### config.mk
export PLATFORM = sky130hd
export DESIGN_NAME = amm2amm_pipe
export DESIGN_NICKNAME = d
export VERILOG_FILES = /design/src/rtl/amm2amm_pipe.sv
export SDC_FILE = /design/constraint.sdc
export NUM_CORES = 1
export LEC_CHECK = 0
export CAP_MARGIN = 20
export CORE_UTILIZATION = 47
export DETAILED_ROUTE_END_ITERATION = 8
export GPL_TIMING_DRIVEN = 0
export PLACE_DENSITY = 0.75
export SYNTH_ARGS = -nofsm -noshare
export SYNTH_HDL_FRONTEND = slang
export SYNTH_SLANG_ARGS = --single-unit
### constraint.sdc
create_clock -name clk -period 9.3 [get_ports clk]
set_clock_uncertainty 0.15 [all_clocks]
set_input_delay 2.325 -clock clk [delete_from_list [all_inputs] [get_ports clk]]
set_output_delay 2.325 -clock clk [all_outputs]
set_load 0.01 [all_outputs]
### src/rtl/amm2amm_pipe.sv
// Avalon-MM pipeline bridge: posted writes and blocking reads through a command FIFO.
// Define AMM2AMM_PIPE_TIMEOUT_EN to abort reads stalled for P_TIMEOUT cycles.
module amm2amm_pipe #(
    parameter int P_AW      = 32,
    parameter int P_DW      = 32,
    parameter int P_DEPTH   = 4,
    parameter int P_TIMEOUT = 255
) (
    input  logic                clk,
    input  logic                reset,
    input  logic [P_AW-1:0]     s_address,
    input  logic [P_DW/8-1:0]   s_byteenable,
    input  logic [P_DW-1:0]     s_writedata,
    input  logic                s_read,
    input  logic                s_write,
    output logic                s_waitrequest,
    output logic [P_DW-1:0]     s_readdata,
    output logic [P_AW-1:0]     m_address,
    output logic [P_DW/8-1:0]   m_byteenable,
    output logic [P_DW-1:0]     m_writedata,
    output logic                m_read,
    output logic                m_write,
    input  logic                m_waitrequest,
    input  logic [P_DW-1:0]     m_readdata,
    output logic                timeout
);
    localparam int PW = $clog2(P_DEPTH);
    localparam int CW = PW + 1;
    localparam int BW = P_DW / 8;

    if ((P_DW % 8) != 0 || P_DEPTH < 2 || (1 << PW) != P_DEPTH ||
        P_TIMEOUT < 1 || P_TIMEOUT > 65535) begin : g_param_check
        $error("amm2amm_pipe: illegal parameter combination");
    end

    typedef enum logic [1:0] {IDLE, RD_WAIT, RD_DONE} state_e;

    typedef struct packed {
        logic            rd;
        logic            wr;
        logic [P_AW-1:0] addr;
        logic [BW-1:0]   be;
        logic [P_DW-1:0] wdata;
    } entry_t;

    entry_t          mem_q [P_DEPTH];
    entry_t          head;
    entry_t          push_entry;
    logic [PW-1:0]   wr_ptr_q, wr_ptr_d, rd_ptr_q, rd_ptr_d;
    logic [CW-1:0]   count_q, count_d;
    state_e          state_q, state_d;
    logic [P_DW-1:0] rdata_q, rdata_d;
    logic            full, empty, push, pop, tmo_hit;

    // Full comes from the registered count only, so m_waitrequest never reaches s_waitrequest.
    assign full  = (count_q == CW'(P_DEPTH));
    assign empty = (count_q == '0);
    assign head  = mem_q[rd_ptr_q];

    assign push_entry.rd    = ~s_write;
    assign push_entry.wr    = s_write;
    assign push_entry.addr  = s_address;
    assign push_entry.be    = s_byteenable;
    assign push_entry.wdata = s_writedata;

    assign m_address    = head.addr;
    assign m_byteenable = head.be;
    assign m_writedata  = head.wdata;
    assign m_read       = ~reset & ~empty & head.rd;
    assign m_write      = ~reset & ~empty & head.wr;
    assign pop          = ((m_read | m_write) & ~m_waitrequest) | tmo_hit;
    assign s_readdata   = rdata_q;

    // NOTE: every output of a combinational block gets a default first, so no path can infer a latch.
    always_comb begin
        state_d       = state_q;
        rdata_d       = rdata_q;
        push          = 1'b0;
        s_waitrequest = 1'b1;
        case (state_q)
            IDLE: begin
                if (s_write) begin
                    s_waitrequest = full;
                    push          = ~full;
                end else if (s_read && !full) begin
                    push    = 1'b1;
                    state_d = RD_WAIT;
                end
            end
            RD_WAIT: begin
                // Pushes are frozen here, so a popped read entry is always this read.
                if (pop && head.rd) begin
                    rdata_d = tmo_hit ? '1 : m_readdata;
                    state_d = RD_DONE;
                end
            end
            RD_DONE: begin
                s_waitrequest = s_write;
                state_d       = IDLE;
            end
            default: state_d = IDLE;
        endcase
        if (reset) begin
            s_waitrequest = 1'b1;
            push          = 1'b0;
        end
        wr_ptr_d = wr_ptr_q + PW'(push);
        rd_ptr_d = rd_ptr_q + PW'(pop);
        count_d  = count_q + CW'(push) - CW'(pop);
    end

    // NOTE: sequential state is assigned with non-blocking <= so every flop samples pre-edge values.
    always_ff @(posedge clk) begin
        if (reset) begin
            state_q  <= IDLE;
            wr_ptr_q <= '0;
            rd_ptr_q <= '0;
            count_q  <= '0;
            rdata_q  <= '0;
        end else begin
            state_q  <= state_d;
            wr_ptr_q <= wr_ptr_d;
            rd_ptr_q <= rd_ptr_d;
            count_q  <= count_d;
            rdata_q  <= rdata_d;
        end
    end

    // NOTE: the storage array is not reset; count_q alone decides which entries are valid.
    always_ff @(posedge clk) begin
        if (push) begin
            mem_q[wr_ptr_q] <= push_entry;
        end
    end

`ifdef AMM2AMM_PIPE_TIMEOUT_EN
    logic [15:0] tmo_cnt_q, tmo_cnt_d;
    logic        tmo_q;
    logic        stalled;

    assign stalled = (state_q == RD_WAIT) & m_read & m_waitrequest;
    assign tmo_hit = stalled & (tmo_cnt_q == 16'(P_TIMEOUT));
    assign timeout = tmo_q & ~reset;

    always_comb begin
        tmo_cnt_d = tmo_cnt_q;
        if (pop) begin
            tmo_cnt_d = '0;
        end else if (stalled) begin
            tmo_cnt_d = tmo_cnt_q + 16'd1;
        end
    end

    always_ff @(posedge clk) begin
        if (reset) begin
            tmo_cnt_q <= '0;
            tmo_q     <= 1'b0;
        end else begin
            tmo_cnt_q <= tmo_cnt_d;
            tmo_q     <= tmo_hit;
        end
    end
`else
    assign tmo_hit = 1'b0;
    assign timeout = 1'b0;
`endif

endmodule

==> flow_summary.ini <==
[timing]
final_hold_viol_count = 0
worst_pin_slew_ps = 736
finalCriticalPeriod_ps = 6840
hold_ws_ps = 328
max_freq_ghz = 0.146
rsz0062_at_grt = false
period_share = 0.736
setup_viol = 0
report.final.slew_viol_count = 0
maxSlewHeadroom = 0.509
tns_ps = 0

[pwr]
p_leak_uw = 0.00512
power_density_nw_per_um2 = 225
peakVddDrop_mv = 0.132

[drt]
first_pass_iters = 5
drt_iter0_drc = 371
drtAntennaViolNets = 0
drt-total-wl_mm = 23.8
via_per_inst = 5.29
vias = 6246
drc_errors = 0
wl_per_cell_um = 20.1

[critical_path]
critPathArrivalTime_ps = 4370
path_max_fanout = 10
reg2regPathDepth = 7
worstSetupStartpointType = primary input
path_class = in2out
crit_required_ps = 6830
cp-end-kind = primary output

[cells_and_area]
fin_nets = 937
finish.utilization = 0.632
postLayoutCellArea_um2 = 15900
drive_gt1_frac = 0.183
syn2layout_area_growth_pct = 32.0
n_antenna_cell = 0

[global_routing]
grt_overflow = 0
grt_pass1_vias = 6725
grt_max_degree = 50
grt_first_pass_wirelength_mm = 37.1
antenna_found_initial = 0
track_usage = 0.185

[cts]
clk_pin_slew_worst_paths_ps = 60
clk_latency_ps = 540
post-cts-setup-buffers = 0
ctsResizeCount = 0
cts_sinks = 321
h-tree-depth = 1
clockBufferDepth = 3
numCtsBuffers = 31
ctsHoldBuffers = 0
cts_tree = done
clockRootBuffer = clkbuf_16

[yosys]
synth-edff-count = 280
ys_types = 29
synth_flop_cell = edfxtp_1
ys_ff_latch = 321
synth_warnings = 0
ys_top_cells_by_count = edfxtp_1, mux4_2, nand2b_1, dfxtp_1, mux2i_1
synth_nets = 675
postSynthCellCount = 565
synth.most_common_cell = edfxtp_1
synth_area_leaders = edfxtp_1, mux4_2, dfxtp_1, nand2b_1, mux2i_1
yosysSeqAreaShare = 0.768
synth.top_cell.area_share = 0.700
synth_top_area_cell = edfxtp_1
syn_avg_cell_area_um2 = 21.3
netlist_area_um2 = 12000
async_flop_share = 0

[flow_run]
max_cap_violations = 0

[hold_path]
whs_path_depth = 2
min_path_type = reg2reg

[die]
chipWidth_um = 162
initial_core_util = 0.478
die-area_um2 = 26200
num_rows = 58
core_um2 = 25100
die_h_um = 162
ios = 209

[place]
portBuffers = 207
dpl.hpwl_mm = 16.7
placed_area_um2 = 14800
gp_congestion = 0.720

[run_status]
status = completed
==> sequential cells by signal, indices dropped and copies added (netlist names) <==
register	flops
wr_ptr_q	2
state_q	2
count_q	3
rd_ptr_q	2
mem_q	280
s_readdata	32
==> cell usage in the layout, fill, tap and decap left out, types with 2 or more instances in the layout <==
| cell | count |
|---|---|
| edfxtp_1 | 280 |
| clkdlybuf4s50_1 | 207 |
| mux4_2 | 70 |
| nand2b_1 | 64 |
| dfxtp_1 | 41 |
| mux2i_1 | 32 |
| clkbuf_16 | 31 |
| buf_6 | 24 |
| clkbuf_1 | 19 |
| nor2_1 | 9 |
| buf_2 | 8 |
| clkinv_1 | 8 |
| bufinv_16 | 7 |
| nor2b_1 | 5 |
| inv_1 | 4 |
| xnor2_1 | 4 |
| ha_1 | 4 |
| nor3b_1 | 3 |
| buf_1 | 2 |
| nor3_1 | 2 |
| and2_1 | 2 |
| nor3b_2 | 2 |
| buf_4 | 2 |
| clkinvlp_4 | 2 |
| clkinv_2 | 2 |
==> routing by layer <==
layer / track usage / vias up / routed length [um]
met2: 0.329 / 229 / 12400
met5: 0 / - / 0
met3: 0.0373 / 25 / 1510
met1: 0.235 / 3211 / 9570
li1: - / 2781 / -
met4: 0.0360 / 0 / 293
==> layout make-up <==
| class | instances | area (um^2) |
|---|---|---|
| inverters | 5 | 18.8 |
| repair buffers | 229 | 2340 |
| multi-input cells | 209 | 2620 |
| flip-flops and latches | 321 | 9230 |
| fillers | 1725 | 9250 |
| well taps | 330 | 413 |
| clock buffers | 36 | 795 |
| clock inverters | 21 | 283 |
| plain buffers | 30 | 164 |
==> critical path, cell delays in order <==
cell	delay (ps)
clkdlybuf4s50_1	520
clkbuf_1	310
clkbuf_1	400
nor2_1	90
o21ai_0	110
clkdlybuf4s50_1	600
==> through the flow <==
| stage | power, uW | setup WS (ps) | std cells |
|---|---|---|---|
| floorplan | 2010 | 266 | 565 |
| global placement | 2280 | -4000 | 1102 |
| detailed placement | 2300 | 2480 | 1124 |
| CTS | 3600 | 2460 | 1181 |
| global route | 3690 | 2300 | 1181 |
| finish | 3560 | 2460 | 1181 |
==> path summary, 6_finish.rpt <==
kind / start / end / slack [ps]
max: reset / s_waitrequest / 2460
min: s_readdata[25] / s_readdata[25] / 330
max reg2reg: state_q[1] / mem_q[2][5] / 6400
min reg2reg: s_readdata[25] / s_readdata[25] / 330
==> logic make-up (layout without fill, tap and decap cells) <==
group,count (synthesis),in the layout,synth area share
AO/OA/AOI/OAI,2,2,0.00125
XOR/XNOR,4,4,0.00292
adder cells (fa/ha/maj),5,5,0.00583
buffers and inverters,35,321,0.0152
flip-flops,321,321,0.768
multiplexers,102,102,0.158
other,1,1,0.000312
AND/OR/NAND/NOR,95,95,0.0481
==> power breakdown <==
part           switching, uW  leakage, uW  internal [uW]
Sequential              29.0      0.00288           1670
Clock                    496     0.000516            803
Combinational            245      0.00173            324
Total                    770      0.00512           2790
Power figures use the tool's default switching activity.
